==> src/rtl/sram_oq_pkg.sv <==
// Shared types and FIFO word layout helpers for the output-queue drain.
// Word layout, MSB to LSB: {tlast, tuser, tstrb, tdata}.
package sram_oq_pkg;

  localparam logic [1:0] StateIdleEnc    = 2'd0;
  localparam logic [1:0] StateXferEnc    = 2'd1;
  localparam logic [1:0] StateDiscardEnc = 2'd2;

  typedef enum logic [1:0] {
    StIdle    = StateIdleEnc,
    StXfer    = StateXferEnc,
    StDiscard = StateDiscardEnc
  } state_e;

  function automatic int unsigned strb_width(int unsigned data_w);
    return data_w / 8;
  endfunction

  function automatic int unsigned strb_lsb(int unsigned data_w);
    return data_w;
  endfunction

  function automatic int unsigned user_lsb(int unsigned data_w);
    return data_w + data_w / 8;
  endfunction

  function automatic int unsigned last_bit(int unsigned data_w, int unsigned user_w);
    return data_w + data_w / 8 + user_w;
  endfunction

  function automatic int unsigned fifo_width(int unsigned data_w, int unsigned user_w);
    return data_w + data_w / 8 + user_w + 1;
  endfunction

endpackage

==> src/rtl/axis_skid_buffer.sv <==
// Two-entry in-order skid buffer; entry 0 is always the presented head.
module axis_skid_buffer #(
  parameter int unsigned Width = 8
) (
  input  logic             clk,
  input  logic             rst_n,
  input  logic             push,
  input  logic [Width-1:0] din,
  input  logic             pop,
  output logic [Width-1:0] dout,
  output logic [1:0]       occ
);

  logic [Width-1:0] e0_q, e1_q;
  logic [1:0]       occ_q;

  always_ff @(posedge clk or negedge rst_n) begin
    if (!rst_n) begin
      e0_q  <= '0;
      e1_q  <= '0;
      occ_q <= 2'd0;
    end else begin
      case ({push, pop})
        2'b10: begin
          if (occ_q == 2'd0) e0_q <= din;
          else               e1_q <= din;
          occ_q <= occ_q + 2'd1;
        end
        2'b01: begin
          e0_q  <= e1_q;
          occ_q <= occ_q - 2'd1;
        end
        2'b11: begin
          // Occupancy unchanged; new word lands behind whatever remains.
          if (occ_q == 2'd1) begin
            e0_q <= din;
          end else begin
            e0_q <= e1_q;
            e1_q <= din;
          end
        end
        default: ;
      endcase
    end
  end

  assign dout = e0_q;
  assign occ  = occ_q;

endmodule

==> src/rtl/sram_oq_axis_drain.sv <==
// Drains a fallthrough FIFO into an AXI4-Stream master, framing packets,
// holding new packets on pause and truncating packets longer than MAX_PKT_WORDS.
module sram_oq_axis_drain
  import sram_oq_pkg::*;
#(
  parameter int unsigned C_M_AXIS_DATA_WIDTH  = 256,
  parameter int unsigned C_M_AXIS_TUSER_WIDTH = 128,
  parameter int unsigned MAX_PKT_WORDS        = 64,
  parameter int unsigned FIFO_W = fifo_width(C_M_AXIS_DATA_WIDTH, C_M_AXIS_TUSER_WIDTH)
) (
  input  logic                                axi_aclk,
  input  logic                                axi_resetn,
  input  logic [FIFO_W-1:0]                   fifo_dout,
  input  logic                                fifo_empty,
  output logic                                fifo_rd_en,
  input  logic                                pause,
  output logic [C_M_AXIS_DATA_WIDTH-1:0]      m_axis_tdata,
  output logic [C_M_AXIS_DATA_WIDTH/8-1:0]    m_axis_tstrb,
  output logic [C_M_AXIS_TUSER_WIDTH-1:0]     m_axis_tuser,
  output logic                                m_axis_tlast,
  output logic                                m_axis_tvalid,
  input  logic                                m_axis_tready,
  output logic [31:0]                         pkt_count,
  output logic                                oversize_err
);

  localparam int unsigned UW       = C_M_AXIS_TUSER_WIDTH;
  localparam int unsigned UserLsb  = user_lsb(C_M_AXIS_DATA_WIDTH);
  localparam int unsigned LastBit  = last_bit(C_M_AXIS_DATA_WIDTH, C_M_AXIS_TUSER_WIDTH);
  localparam logic [15:0] MaxWords = 16'(MAX_PKT_WORDS);

  state_e          state_q, state_d;
  logic [15:0]     cnt_q, cnt_d;
  logic            err_d, err_q;
  logic [31:0]     pkt_count_q;
  logic            rd_en, push, push_last;
  logic [UW-1:0]   push_user;
  logic [1:0]      occ;
  logic [FIFO_W-1:0] skid_din, skid_dout;
  logic            fifo_last;

  assign fifo_last = fifo_dout[LastBit];

  always_comb begin
    state_d   = state_q;
    cnt_d     = cnt_q;
    err_d     = 1'b0;
    rd_en     = 1'b0;
    push      = 1'b0;
    push_last = fifo_last;
    push_user = fifo_dout[UserLsb +: UW];
    unique case (state_q)
      StIdle: begin
        rd_en = !fifo_empty && !pause && (occ != 2'd2);
        push  = rd_en;
        if (rd_en && !fifo_last) begin
          state_d = StXfer;
          cnt_d   = 16'd1;
        end
      end
      StXfer: begin
        rd_en     = !fifo_empty && (occ != 2'd2);
        push      = rd_en;
        push_user = '0;
        if (rd_en) begin
          cnt_d = cnt_q + 16'd1;
          if (fifo_last) begin
            state_d = StIdle;
            cnt_d   = 16'd0;
          end else if (cnt_q + 16'd1 == MaxWords) begin
            push_last = 1'b1;
            err_d     = 1'b1;
            state_d   = StDiscard;
          end
        end
      end
      StDiscard: begin
        rd_en = !fifo_empty;
        if (rd_en && fifo_last) begin
          state_d = StIdle;
          cnt_d   = 16'd0;
        end
      end
      default: state_d = StIdle;
    endcase
  end

  always_ff @(posedge axi_aclk or negedge axi_resetn) begin
    if (!axi_resetn) begin
      state_q     <= StIdle;
      cnt_q       <= 16'd0;
      err_q       <= 1'b0;
      pkt_count_q <= 32'd0;
    end else begin
      state_q <= state_d;
      cnt_q   <= cnt_d;
      err_q   <= err_d;
      if (m_axis_tvalid && m_axis_tready && m_axis_tlast) pkt_count_q <= pkt_count_q + 32'd1;
    end
  end

  assign skid_din = {push_last, push_user, fifo_dout[UserLsb-1:0]};

  axis_skid_buffer #(
    .Width (FIFO_W)
  ) u_skid (
    .clk   (axi_aclk),
    .rst_n (axi_resetn),
    .push  (push),
    .din   (skid_din),
    .pop   (m_axis_tvalid && m_axis_tready),
    .dout  (skid_dout),
    .occ   (occ)
  );

  // Keep the pop strobe low while reset is held even if the FIFO reports data.
  assign fifo_rd_en    = rd_en && axi_resetn;
  assign m_axis_tvalid = (occ != 2'd0);
  assign {m_axis_tlast, m_axis_tuser, m_axis_tstrb, m_axis_tdata} = skid_dout;
  assign pkt_count     = pkt_count_q;
  assign oversize_err  = err_q;

endmodule

==> config.mk <==
export PLATFORM = sky130hd
export DESIGN_NAME = sram_oq_axis_drain
export DESIGN_NICKNAME = d
export VERILOG_FILES = /design/src/rtl/sram_oq_pkg.sv /design/src/rtl/axis_skid_buffer.sv /design/src/rtl/sram_oq_axis_drain.sv
export SDC_FILE = /design/constraint.sdc
export NUM_CORES = 2
export LEC_CHECK = 0
export ABC_CLOCK_PERIOD_IN_PS = 2800
export BUFFER_PORTS_ARGS = -buffer_cell sky130_fd_sc_hd__buf_2
export CORE_AREA = 5 5 334 336
export CTS_BUF_LIST = sky130_fd_sc_hd__clkbuf_16
export DETAILED_ROUTE_END_ITERATION = 16
export DIE_AREA = 0 0 339 341
export PLACE_DENSITY = 0.67
export REMOVE_ABC_BUFFERS = 1
export SYNTH_ARGS = -nofsm -noshare
export SYNTH_HDL_FRONTEND = slang
export SYNTH_SLANG_ARGS = --single-unit
export TNS_END_PERCENT = 100
==> constraint.sdc <==
create_clock -name axi_aclk -period 2.8 [get_ports axi_aclk]
set_clock_uncertainty 0.1 [all_clocks]
set_input_delay 0.28 -clock axi_aclk [delete_from_list [all_inputs] [get_ports axi_aclk]]
set_output_delay 0.28 -clock axi_aclk [all_outputs]
set_load 0.01 [all_outputs]
## Yosys cells after proc, flatten, opt, wreduce, memory -nomap -nowiden

Cells that the tools add are included.

- Add/sub/neg operators: 4
- Equal/unequal tests: 15
- Mux-type cells: 28
- Reductions and logical operators: 22

Operators by type and width:

| cell | count |
|---|---|
| 2-to-1 mux 417 bit | 4 |
| one-hot mux 417 bit (3 select lines) | 1 |
| one-hot mux 417 bit (2 select lines) | 1 |
| 2-to-1 mux 128 bit | 1 |
| 2-to-1 mux 16 bit | 4 |
| one-hot mux 16 bit (3 select lines) | 1 |
| adder 32 x 1 -> 32 bit, second input constant | 1 |
| adder 16 x 1 -> 16 bit, second input constant | 1 |
| equality test 16 x 7 -> 1 bit, second input constant | 1 |
| != test 2 bit, second input constant | 6 |
| 2-to-1 mux 2 bit | 5 |
| logical AND 1 bit | 8 |
| AND reduction 4 bit | 2 |
| 2-to-1 mux 1 bit | 7 |
| equality test 2 x 1 -> 1 bit, second input constant | 3 |
| equality test 2 bit, second input constant | 3 |
| one-hot mux 2 bit (3 select lines) | 1 |
| nonzero test 2 bit | 3 |
| nonzero test 3 bit | 2 |
| zero test 2 bit | 2 |
| one-hot mux 2 bit (2 select lines) | 1 |
| zero test 1 bit | 3 |
| != test 3 bit, second input constant | 1 |
| one-hot mux 1 bit (3 select lines) | 1 |
| 6 further kinds | 6 |

- Register bits: 887
- Output and inout bits: 452
- Word-level logic and storage cells: 76

## Longest topological paths before layout

- Depth after elaboration: 8
- Mapped depth: 14

## Hierarchy

From an unflattened synthesis, not the netlist that was laid out.

- Cell total of the unflattened synthesis: 3766
- Area, all modules: 40008.4 um^2

Modules (own cells, without submodules):

| module | instances | cells an instance | area each (um^2) | seq. area each (um^2) |
|---|---|---|---|---|
| axis_skid_buffer | 1 | 3316 | 36286.1 | 20920.1 |
| sram_oq_axis_drain | 1 | 450 | 3722.3 | 1276.2 |

## Least setup slack after synthesis

No wires, ideal clock.

- Path type: reg-to-reg
- Start point: register u_skid.occ_q[0], in the netlist u_skid.occ[0]
- End point: register u_skid.e1_q[286]
- Setup time: 0.125 ns
- Data arrival time: 2.695 ns
- Data required time: 2.575 ns
- Setup slack: -0.119 ns
- Cell stages (with the launch flop): 12
- Path buffers: 3
- Cell sequence: dfrtp_1 -> inv_1 -> ha_1 -> or2_2 -> a21oi_2 -> ha_1 -> nand2_1 -> o211ai_1 -> clkbuf_1 -> clkbuf_1 -> buf_2 -> mux2_2

- Word-level cells in the longest chain between the ends: 6
- Elaborated cells between the ends (all ways): 15
- Those cells by class: 6 x eq/ne; 2 x mux; 7 x reduce/logical

Ends and longest elaborated chain:

| item | line | text |
|---|---|---|
| start, declared | axis_skid_buffer.sv:15 | `logic [1:0] occ_q;` |
| start signal, assigned | axis_skid_buffer.sv:27 | `occ_q <= occ_q + 2'd1;` |
| start signal, assigned | axis_skid_buffer.sv:31 | `occ_q <= occ_q - 2'd1;` |
| != test 2 bit | sram_oq_axis_drain.sv:54, sram_oq_axis_drain.sv:62 |  |
| logical AND 1 bit, on equally long branches | sram_oq_axis_drain.sv:62, sram_oq_axis_drain.sv:54 |  |
| one-hot mux 1 bit (2 select lines) | sram_oq_axis_drain.sv:52 | `unique case (state_q)` |
| equality test 2 bit | axis_skid_buffer.sv:23 | `case ({push, pop})` |
| != test 2 bit (no source line) or nonzero test 2 bit (tied branches) | -- |  |
| AND reduction 3 bit (no source line) | -- |  |
| end signal, assigned | axis_skid_buffer.sv:26 | `else e1_q <= din;` |
| end signal, assigned | axis_skid_buffer.sv:39 | `e1_q <= din;` |
| end, declared | axis_skid_buffer.sv:14 | `logic [Width-1:0] e0_q, e1_q;` |

Several ways; a longest one is shown, not always the timed one.
A chain may end at the register's enable or synchronous reset.

## Worst setup path in the final report

- Start point: register u_skid.occ_q[1], in the netlist u_skid.occ[1]
- End point: register u_skid.e1_q[17]

Same word-level chain as after synthesis.

==> flow_metrics.py <==
metrics = {
    "run_status": {
        "status": "completed",
    },
    "clocking": {
        "clk_latency_ns": 0.68,
        "clock-root-buffer": "clkbuf_16",
        "clkSlewWorstSetupHoldPaths_ns": 0.06,
        "cts_max_level": 3,
        "cts_sinks": 887,
        "max-clock-path-buffers": 3,
        "cts_inserted_buffers": 98,
        "cts_tree": "built",
    },
    "worst_setup_path": {
        "endpoint_kind": "register",
        "path_class": "register to register",
        "required_ns": 3.23,
        "cp.arrival_ns": 3.16,
        "cp_max_fo": 12,
        "startpoint_type": "register",
    },
    "synthesis": {
        "seq_area_frac_synth_pct": 60.2,
        "synth_cells": 3352,
        "avgSynthCellArea_um2": 11.0,
        "yosys.area.top_type": "dfrtp_1",
        "ys.flop_type": "dfrtp_1",
        "synth.distinct_cells": 59,
        "synth_area_um2": 36900,
        "synth_top_area_share_pct": 60.2,
        "synth_async_sr_flop_share_pct": 100,
        "synth-seq-cells": 887,
        "synth_warnings": 0,
        "yosys-top-cells-area": "dfrtp_1 60%, mux2_2 8.9%, o21ai_0 7.7%",
        "synth-edff-count": 0,
    },
    "finish": {
        "drive_above_1_share_pct": 32.7,
        "nets": 5115,
        "seq_area_um2": 22200,
        "multi_input_area_um2": 13500,
        "area_growth_pct": 41.4,
        "instances_no_fill": 6181,
        "fillers": 9459,
    },
    "power": {
        "powerDensity_nw_per_um2": 1100,
        "power.leakage_nw": 24.4,
        "ir_drop_mv": 0.679,
        "finalPower_mw": 57.5,
    },
    "timing": {
        "fin_crit_sh_pct": 97.7,
        "drv_slew": 0,
        "hold_ws_ns": 0.0757,
        "rsz0062_at_grt": "true",
        "worst_pin_slew_ns": 0.772,
        "setup_tns_ns": 0,
        "finalSetupViolations": 0,
        "relSlewSlack_pct": 48.5,
        "hold_violations": 0,
        "period_needed_ns": 2.74,
        "timing.fmax_mhz": 366,
    },
    "global_routing": {
        "grt_pass1_vias": 32400,
        "antenna_found_initial": 12,
        "grt_usage_pct": 19.8,
        "grt_first_pass_wirelength_um": 186000,
        "grt_max_degree": 145,
        "overflow": 0,
    },
    "place": {
        "dpl.cell_count": 5531,
        "gp_congestion": 0.859,
        "dpl.hpwl_um": 81300,
        "io_buffers": 873,
    },
    "die": {
        "die_w_um": 339,
        "core_um2": 108000,
        "initial_core_util_pct": 34.1,
        "die-area_um2": 116000,
        "die_height_um": 341,
        "fp-row-count": 121,
        "io-pin-count": 874,
    },
    "routing": {
        "num_vias": 32000,
        "vias_per_cell": 5.18,
        "drt_iter0_markers": 2414,
        "drt-pass1-iter-count": 6,
        "wl_per_cell_um": 19.9,
        "drc": 0,
        "wl_um": 123000,
        "ant_nets": 0,
    },
    "run": {
        "drv_cap": 0,
    },
    "hold_path": {
        "hold_class": "input port to asynchronous set/reset pin",
    },
}
[worst paths after layout]
check                      slack [ns]  cells past startpoint               end           from
max reg2reg                      0.06                     11   u_skid.e1_q[17]  u_skid.occ[1]
min in group axi_aclk            0.08                      4        state_q[1]          pause
min reg2reg                      0.36                      1     pkt_count[31]  pkt_count[31]
min                              0.08                      2  u_skid.dout[151]     axi_resetn
max in group asynchronous        1.40                      3  u_skid.dout[339]     axi_resetn
max                              0.06                     11   u_skid.e1_q[17]  u_skid.occ[1]
[report_power, final]
part	switching [mW]	internal [mW]
logic	12.4	10.3
registers	3.35	18.6
clock network	5.40	7.45
total	21.2	36.3
[what timing repair did]
| item | CTS | global route |
|---|---|---|
| gates cloned | 0 | 24 |
| setup buffers | 1 | 19 |
| endpoints found under the hold margin | 1458 | 0 |
| setup endpoints to repair | 267 | 369 |
| pin swaps | 2 | 6 |
| hold buffers | 419 | 0 |
| resized for setup | 5 | 66 |
[worst max-delay path, cell delays in order, from the launching register on]
cell	delay [ns]
dfrtp_1	0.43
ha_4	0.18
or2_4	0.24
a21oi_4	0.23
ha_4	0.20
nand2_4	0.06
o211ai_1	0.09
clkbuf_8	0.21
buf_12	0.15
clkbuf_16	0.20
buf_16	0.15
mux2_2	0.34
[placed cells by master (no fill, tap or decap), types with 3 or more instances in the layout]
master,instances
buf_4,127
xor2_1,7
mux2_2,290
ha_4,3
nand2_1,699
bufinv_16,11
dlygate4sd3_1,419
a31oi_1,6
inv_6,4
buf_2,871
and3_1,8
clkinv_4,3
o21ai_0,563
buf_16,9
nand4_1,13
diode_2,11
clkbuf_16,116
and4_1,5
nand2b_1,3
nor3_1,12
buf_12,41
a32oi_1,128
o21ai_1,6
xnor2_1,27
buf_6,28
dfrtp_1,887
nor2_1,18
a22oi_1,288
ha_1,8
clkinv_1,17
nand3_1,18
o31ai_1,5
a21oi_1,3
clkinv_2,18
inv_1,32
[sequential cells by signal, summed over array words and instances (netlist names)]
name	flops
state_q	2
u_skid.dout	417
u_skid.e1_q	417
u_skid.occ	2
oversize_err	1
pkt_count	32
cnt_q	16
[synth_stat cells, drive strengths merged (2+ instances only)]
cell type	n
and4	6
nand4	13
o31ai	6
xnor2	27
nand3	18
o22a	2
a221oi	2
ha	13
nand2b	3
inv	15
nor2	19
a211oi	3
nand2	701
mux2i	2
a31oi	6
o21ai	569
buf	87
a41o	2
a22oi	288
nor3	14
o21a	2
nor3b	2
mux2	290
xor2	7
dfrtp	887
a41oi	2
and2	2
a32oi	128
a21oi	7
a31o	2
and3	8
or3	3
clkbuf	200
nor4	2
[per-stage QoR]
stage	instance area (um^2)	setup WS, ns	util, %
after floorplan	35700	-24.47	-
after global placement	43700	-0.0108	40.4
after detailed placement	43700	-0.0693	40.4
after CTS	51100	0.0216	47.2
after global routing	52100	-0.0533	48.1
final	52100	0.0642	48.2
[layer usage]
layer	GRT usage [%]	vias to the layer above	wire length, um
li1	-	14700	-
met2	33.2	1258	60300
met5	0	-	11
met1	24.7	15700	48800
met3	3.95	335	7870
met4	9.27	2	6280
[cells by family (layout without fill, tap and decap cells)]
logic type	after synthesis	after routing	share of synthesized area, %
other	0	11	0
buffers and inverters	303	1707	3.37
flip-flops	887	887	60.2
XOR/XNOR	34	34	0.808
AND/OR/NAND/NOR	796	796	8.65
adder cells (fa/ha/maj)	13	13	0.441
AO/OA/AOI/OAI	1027	1027	17.6
multiplexers	292	292	8.91
[area by class of cell]
| class | count | share of cell area, % |
|---|---|---|
| flip-flops and latches | 887 | 42.6 |
| clock buffers | 99 | 4.75 |
| repair buffers | 1515 | 21.8 |
| diodes | 11 | 0.0528 |
| multi-input cells | 2162 | 25.9 |
| inverters | 16 | 0.130 |
| clock inverters | 77 | 1.35 |
| well taps | 1414 | 3.39 |
(Power assumes the default switching activity.)
